==> config.mk <==
export PLATFORM = sky130hd
export DESIGN_NAME = mem_stage_access
export DESIGN_NICKNAME = d
export VERILOG_FILES = /design/src/rtl/mem_stage_access.sv
export SDC_FILE = /design/constraint.sdc
export NUM_CORES = 1
export LEC_CHECK = 0
export CORE_ASPECT_RATIO = 0.7
export CORE_MARGIN = 1.5
export CORE_UTILIZATION = 40
export DETAILED_ROUTE_END_ITERATION = 10
export PLACE_DENSITY = 0.76
export SLEW_MARGIN = 0
export SYNTH_ARGS = -nofsm -noshare
export SYNTH_HDL_FRONTEND = slang
export SYNTH_SLANG_ARGS = --single-unit
==> constraint.sdc <==
create_clock -name clk -period 2.06 [get_ports clk]
set_input_delay 0.206 -clock clk [delete_from_list [all_inputs] [get_ports clk]]
set_output_delay 0.206 -clock clk [all_outputs]
set_load 0.05 [all_outputs]
==> src/rtl/mem_stage_access.sv <==
// MEM-stage data-memory access unit and MEM/WB pipeline register.
// Non-memory ops: 1 cycle. Loads/stores: 2 + BUSY cycles. stallM holds the upstream stages while a transaction is in flight.
module mem_stage_access #(
  parameter int TIMEOUT_CYCLES = 16,
  parameter int CNT_W          = 5
) (
  input  logic        clk,
  input  logic        rst_n,
  input  logic        validM,
  input  logic [31:0] instrM,
  input  logic        regwriteM,
  input  logic        memtoregM,
  input  logic        memwriteM,
  input  logic [31:0] aluoutM,
  input  logic [31:0] writedataM,
  input  logic [4:0]  writeregM,
  output logic        dmem_req,
  output logic        dmem_we,
  output logic [31:0] dmem_addr,
  output logic [31:0] dmem_wdata,
  input  logic [31:0] dmem_rdata,
  input  logic        dmem_ack,
  output logic        stallM,
  output logic        validW,
  output logic        regwriteW,
  output logic        memtoregW,
  output logic [31:0] readdataW,
  output logic [31:0] aluoutW,
  output logic [4:0]  writeregW,
  output logic [31:0] instrW,
  output logic        errorW
);

  typedef enum logic [1:0] {IDLE, BUSY, RESP} state_t;

  localparam logic [CNT_W-1:0] CNT_LAST = CNT_W'(TIMEOUT_CYCLES - 1);

  state_t           state;
  logic [CNT_W-1:0] cnt;
  logic [31:0]      rbuf;
  logic             err;
  logic             memop;
  logic             misaligned;

  assign memop      = validM & (memtoregM | memwriteM);
  assign misaligned = aluoutM[1:0] != 2'b00;

  // Gated by rst_n so the stall releases the instant reset is applied.
  assign stallM = rst_n & (((state == IDLE) & memop & ~misaligned) | (state == BUSY));

  always_ff @(posedge clk or negedge rst_n) begin
    if (!rst_n) begin
      state      <= IDLE;
      cnt        <= '0;
      rbuf       <= '0;
      err        <= 1'b0;
      dmem_req   <= 1'b0;
      dmem_we    <= 1'b0;
      dmem_addr  <= '0;
      dmem_wdata <= '0;
      validW     <= 1'b0;
      regwriteW  <= 1'b0;
      memtoregW  <= 1'b0;
      readdataW  <= '0;
      aluoutW    <= '0;
      writeregW  <= '0;
      instrW     <= '0;
      errorW     <= 1'b0;
    end else begin
      case (state)
        IDLE: begin
          if (memop && !misaligned) begin
            dmem_addr  <= aluoutM;
            dmem_wdata <= writedataM;
            dmem_we    <= memwriteM;
            dmem_req   <= 1'b1;
            cnt        <= '0;
            state      <= BUSY;
            validW     <= 1'b0;
            regwriteW  <= 1'b0;
          end else begin
            // A memop reaching here is misaligned: retire it as an error with no write-back.
            validW    <= validM;
            regwriteW <= validM & regwriteM & ~memop;
            memtoregW <= memtoregM;
            aluoutW   <= aluoutM;
            writeregW <= writeregM;
            instrW    <= instrM;
            readdataW <= '0;
            errorW    <= memop;
          end
        end
        BUSY: begin
          validW    <= 1'b0;
          regwriteW <= 1'b0;
          cnt       <= cnt + 1'b1;
          if (dmem_ack) begin
            if (!dmem_we) rbuf <= dmem_rdata;
            err      <= 1'b0;
            dmem_req <= 1'b0;
            state    <= RESP;
          end else if (cnt == CNT_LAST) begin
            err      <= 1'b1;
            dmem_req <= 1'b0;
            state    <= RESP;
          end
        end
        RESP: begin
          validW    <= validM;
          regwriteW <= validM & regwriteM & ~err;
          memtoregW <= memtoregM;
          aluoutW   <= aluoutM;
          writeregW <= writeregM;
          instrW    <= instrM;
          readdataW <= (err || !memtoregM) ? 32'h0 : rbuf;
          errorW    <= err;
          state     <= IDLE;
        end
        default: state <= IDLE;
      endcase
    end
  end

endmodule

; ---- After elaboration in Yosys (flattened, before gate mapping)
; Cells that the tools add are included.
[classes]
n_bitwise = 13
n_reduce_logical = 17
addsub = 1
n_eq_ne = 6
muxes = 29
[ops]
columns = op, count
row1 = one-hot mux 32 bit (2 select lines), 3
row2 = two-way mux 32 bit, 4
row3 = one-hot mux 5 bit (2 select lines), 2
row4 = two-way mux 5 bit, 2
row5 = AND reduction 2 bit, 5
row6 = two-way mux 1 bit, 9
row7 = nonzero test 2 bit, 4
row8 = bitwise AND 1 bit, 7
row9 = two-way mux 2 bit, 3
row10 = one-hot mux 1 bit (2 select lines), 3
row11 = one-hot mux 1 bit (3 select lines), 2
row12 = AND reduction 3 bit, 2
row13 = adder 5 x 1 -> 5 bit (second input constant), 1
row14 = equality test 5 x 4 -> 1 bit (second input constant), 1
row15 = inverter 1 bit, 4
row16 = one-hot mux 2 bit (2 select lines), 1
row17 = != test 3 x 2 -> 1 bit (second input constant), 1
row18 = nonzero test 3 bit, 1
row19 = equality test 2 x 1 -> 1 bit (second input constant), 1
row20 = equality test 2 bit (second input constant), 1
row21 = logical NOT 1 bit, 2
row22 = logical NOT 2 bit, 1
row23 = != test 2 x 1 -> 1 bit (second input constant), 1
row24 = != test 2 bit (second input constant), 1
row25 = 3 further kinds, 4
[totals]
input_bits = 140
word_cells = 82
register_bits = 211
output_inout_bits = 172

; ---- Logic depth before layout (Yosys ltp)
[logic_depth]
ltp_word = 6
depth_mapped = 8

; ---- Worst setup path before layout
; No wires, ideal clock.
[synth_path]
kind = flip-flop to output port
from = register state[1]
to = output stallM
path_buffers = 3
path_stages_with_launch = 9
arrival_ns = 2.591
setup_slack_ns = -0.737
cell_sequence = dfrtp_1 > inv_1 > ha_1 > buf_4 > nor3b_4 > nand2_1 > buf_2 > buf_6 > a21boi_0
[synth_via]
elab_chain_cells = 5
[synth_lines]
columns = item, line_no
row1 = "start, declared", 38  ; state_t state;
row2 = "start signal, assigned", 53  ; state <= IDLE;
row3 = "start signal, assigned", 78  ; state <= BUSY;
row4 = "start signal, assigned", 101  ; state <= RESP;
row5 = logical NOT 2 bit, 49  ; assign stallM = rst_n & (((state == IDLE) & memop & ~misaligned) | (state == BUSY));
row6 = bitwise AND 1 bit (2 in a row), 49
row7 = OR 1 bit (*), 49
row8 = bitwise AND 1 bit (*), 49
row9 = "end, declared", 23  ; output logic stallM,
; Every way passes the cells marked *; elsewhere a longest branch is shown, timed or not.

; ---- Worst setup path after layout
; Same ends and word-level chain as after synthesis.

==> metrics.yaml <==
outcome:
  status: "finished clean"
power:
  leakage_nw: 5.50
  ir_drop_mv: 1.19
  total_power_mw: 24.3
  power.density_nw_per_um2: 1900
setup_path:
  required_ps: 1850
  r2r_slack_ps: 140
  reg2regPathDepth: 8
  criticalPathCategory: "reg2out"
  slowest_stage: "dfrtp_1"
  critical-path-max-stage-delay_ps: 380
  r2r_end: "readdataW[11]"
  end_kind: "primary output"
  crit_arrival_ps: 1820
  critPathLaunchType: "flip-flop"
  path_cells: "inv_2 -> ha_4 -> nor3b_4 -> nand2_2 -> a21boi_4 -> buf_12"
  rr_startpoint: "state[0]"
  crit_path_max_fanout: 4
clock_tree:
  root_buffer: "clkbuf_16"
  cts_buffers: 22
  path_clk_slew_ps: 60
  cts_buffer_depth: 3
  clkSinkCount: 211
  cts_tree: "built"
  htreeDepth: 1
  clkLatencyLatePin_ps: 490
timing:
  hold_viol_final: 0
  rsz0062_at_grt: "true"
  finalCriticalPeriod_ps: 2030
  finalSetupViolations: 0
  slew-limit-headroom_pct: 60.7
  fin_crit_sh_pct: 98.4
  tightest_slew_ps: 589
  finalMaxSlewViolations: 0
  fmax_mhz: 494
  finalClockSkew_ps: 6.01
  tns_ps: 0
yosys:
  netlist_instances: 566
  ys.flop_type: "dfrtp_1"
  ys_seq_area_share_pct: 63.4
  synth_nets: 713
  synth.distinct_cells: 38
  async_flop_share_pct: 100
  synth_seq_cells: 211
  synth.top_cell.area_share_pct: 63.4
  avgSynthCellArea_um2: 14.7
  synth_most_common_cell: "dfrtp_1"
  netlist_top_cells_area: "dfrtp_1 (63%), mux2_2 (12%), mux2_1 (10%)"
  synth_commonest_cells: "dfrtp_1 (211), mux2_2 (92), mux2_1 (74)"
  synth_edf_count: 0
  synthesis.area_um2: 8330
  synth_top_area_cell: "dfrtp_1"
  yosys_warnings: 0
place:
  gp_congestion: 0.750
  dp_hpwl_um: 14100
  io_buffers: 311
route:
  wl_per_cell_um: 16.7
  antenna_left: 0
  vias_per_cell: 4.70
  remaining_drc_errors: 0
  vias: 5589
  dr.pass1.iters: 4
  drt_iter0_drc: 226
  totalWireLength_um: 19900
hold_path:
  holdPathEnd: "regwriteW"
  hold_path.class: "in2reg"
  min_from: "regwriteM"
  hold_depth: 3
global_routing:
  grt_max_degree: 112
  antenna_found_initial: 1
  grt_pass1_wl_um: 31200
  grt_pass1_vias: 5895
  gr-total-overflow: 0
  track_usage_pct: 18.2
die:
  die_y_um: 124
  die_w_um: 176
  rows: 43
  ioPinCount: 312
  dieArea_um2: 21700
  start_util_pct: 41.4
  design.core.area_um2: 20100
run:
  cap_viol_max_count: 0
layout:
  n_fill_cell: 1561
  nNetsFinal: 1051
  layout-drive-gt1-share_pct: 18.6
  syn_to_final_growth_pct: 53.8
repair_timing:
| item | CTS | global route |
|---|---|---|
| pin swaps | 2 | 3 |
| hold buffers | 1 | 0 |
| endpoints found under the setup margin | 1 | 1 |
| resized for setup | 5 | 1 |
| buffers inserted | 3 | 1 |
| cloned | 0 | 0 |
| endpoints found under the hold margin | 211 | 0 |
kinds of logic (layout without fill, tap and decap cells):
logic type	count (synthesis)	count (layout)	share of synthesized area, %
AOI/OAI and AO/OA	25	25	2.19
adders and majority gates	7	7	1.05
buffers and inverters	65	418	3.71
DFF	211	211	63.4
muxes	198	198	26.3
other	0	1	0
and+or+nand+nor	60	60	3.39
report_power, final:
group          leakage [nW]  switching (mW)  total, mW  internal (mW)
clock                 0.405            1.58       4.38           2.80
combinational          2.52            7.95       12.9           4.99
sequential             2.58           0.941       6.98           6.04
total                  5.50            10.5       24.3           13.8
placed cells by master, fill, tap and decap left out, types with 2 or more instances in the layout:
master           count
buf_12               9
a31oi_1              3
a211oi_1             3
clkinv_2             5
nor3b_1              2
clkdlybuf4s50_1    309
nor2b_1              2
o21a_1               2
clkbuf_8             5
a32o_1               2
nand2_1             37
ha_1                 5
a221o_1              2
a21oi_1              3
buf_4               21
clkbuf_1             2
mux2_2              92
nor3_1               2
or2_2                2
mux2i_1             32
dfrtp_1            211
nor2_1               5
clkbuf_16           23
and2_1               2
bufinv_16            5
inv_1               35
o21ai_0              2
inv_2                3
and3_1               2
mux2_1              74
per-stage QoR:
stage | instances | worst slack (ps) | hold slack (ps) | instance area [µm²] | utilization, %
after floorplan | 566 | 61.4 | -89.6 | 8340 | -
after global placement | 1146 | 130 | 361 | 12000 | 59.4
after detailed placement | 1146 | 110 | 356 | 12000 | 59.4
after CTS | 1188 | 9.97 | 262 | 12800 | 63.6
after global routing | 1190 | -57.9 | 273 | 12800 | 63.7
final | 1190 | 33.7 | 277 | 12800 | 63.7
sequential cells by signal, summed over array words and instances (netlist names), 2 cells and up:
| register | cells |
|---|---|
| readdataW | 32 |
| writeregW | 5 |
| rbuf | 32 |
| dmem_addr | 32 |
| cnt | 5 |
| dmem_wdata | 32 |
| state | 2 |
| aluoutW | 32 |
| instrW | 32 |
worst max-delay path, delay by kind of cell (launching register included):
family / cells / cell delay (ps)
compound gates: 1 / 190
fa+ha+maj: 1 / 130
buf+inv: 2 / 240
flops: 1 / 380
simple gates: 2 / 370
worst max-delay path by stage:
stage          slack (ps)  depth (start not counted)  startpoint             to
6_report               30                          6    state[1]         stallM
5_1_grt               -60                          6    state[0]         stallM
4_1_cts                10                          6    state[0]         stallM
3_5_place_dp          110                          6  aluoutM[0]  readdataW[11]
3_3_place_gp          130                          6  aluoutM[0]         stallM
2_1_floorplan          60                          8    state[1]         stallM
layer usage:
metal	GRT usage, %	vias up	part of all wire, %
met1	22.6	2726	42
met5	0	-	0
met4	4.17	0	1.8
li1	-	2621	-
met3	7.45	27	10
met2	30.0	215	46
layout make-up:
| type | instances | area [µm²] | share of cell area (%) |
|---|---|---|---|
| Clock inverter | 10 | 175 | 1.37 |
| Timing Repair Buffer | 341 | 3450 | 27.0 |
| Sequential cell | 211 | 5280 | 41.2 |
| Tap cell | 270 | 338 | 2.64 |
| Antenna cell | 1 | 2.50 | 0.0195 |
| Multi-Input combinational cell | 290 | 2780 | 21.7 |
| Clock buffer | 29 | 638 | 4.98 |
| Inverter | 38 | 143 | 1.11 |
Note: power is estimated with default switching activity, not from simulation.
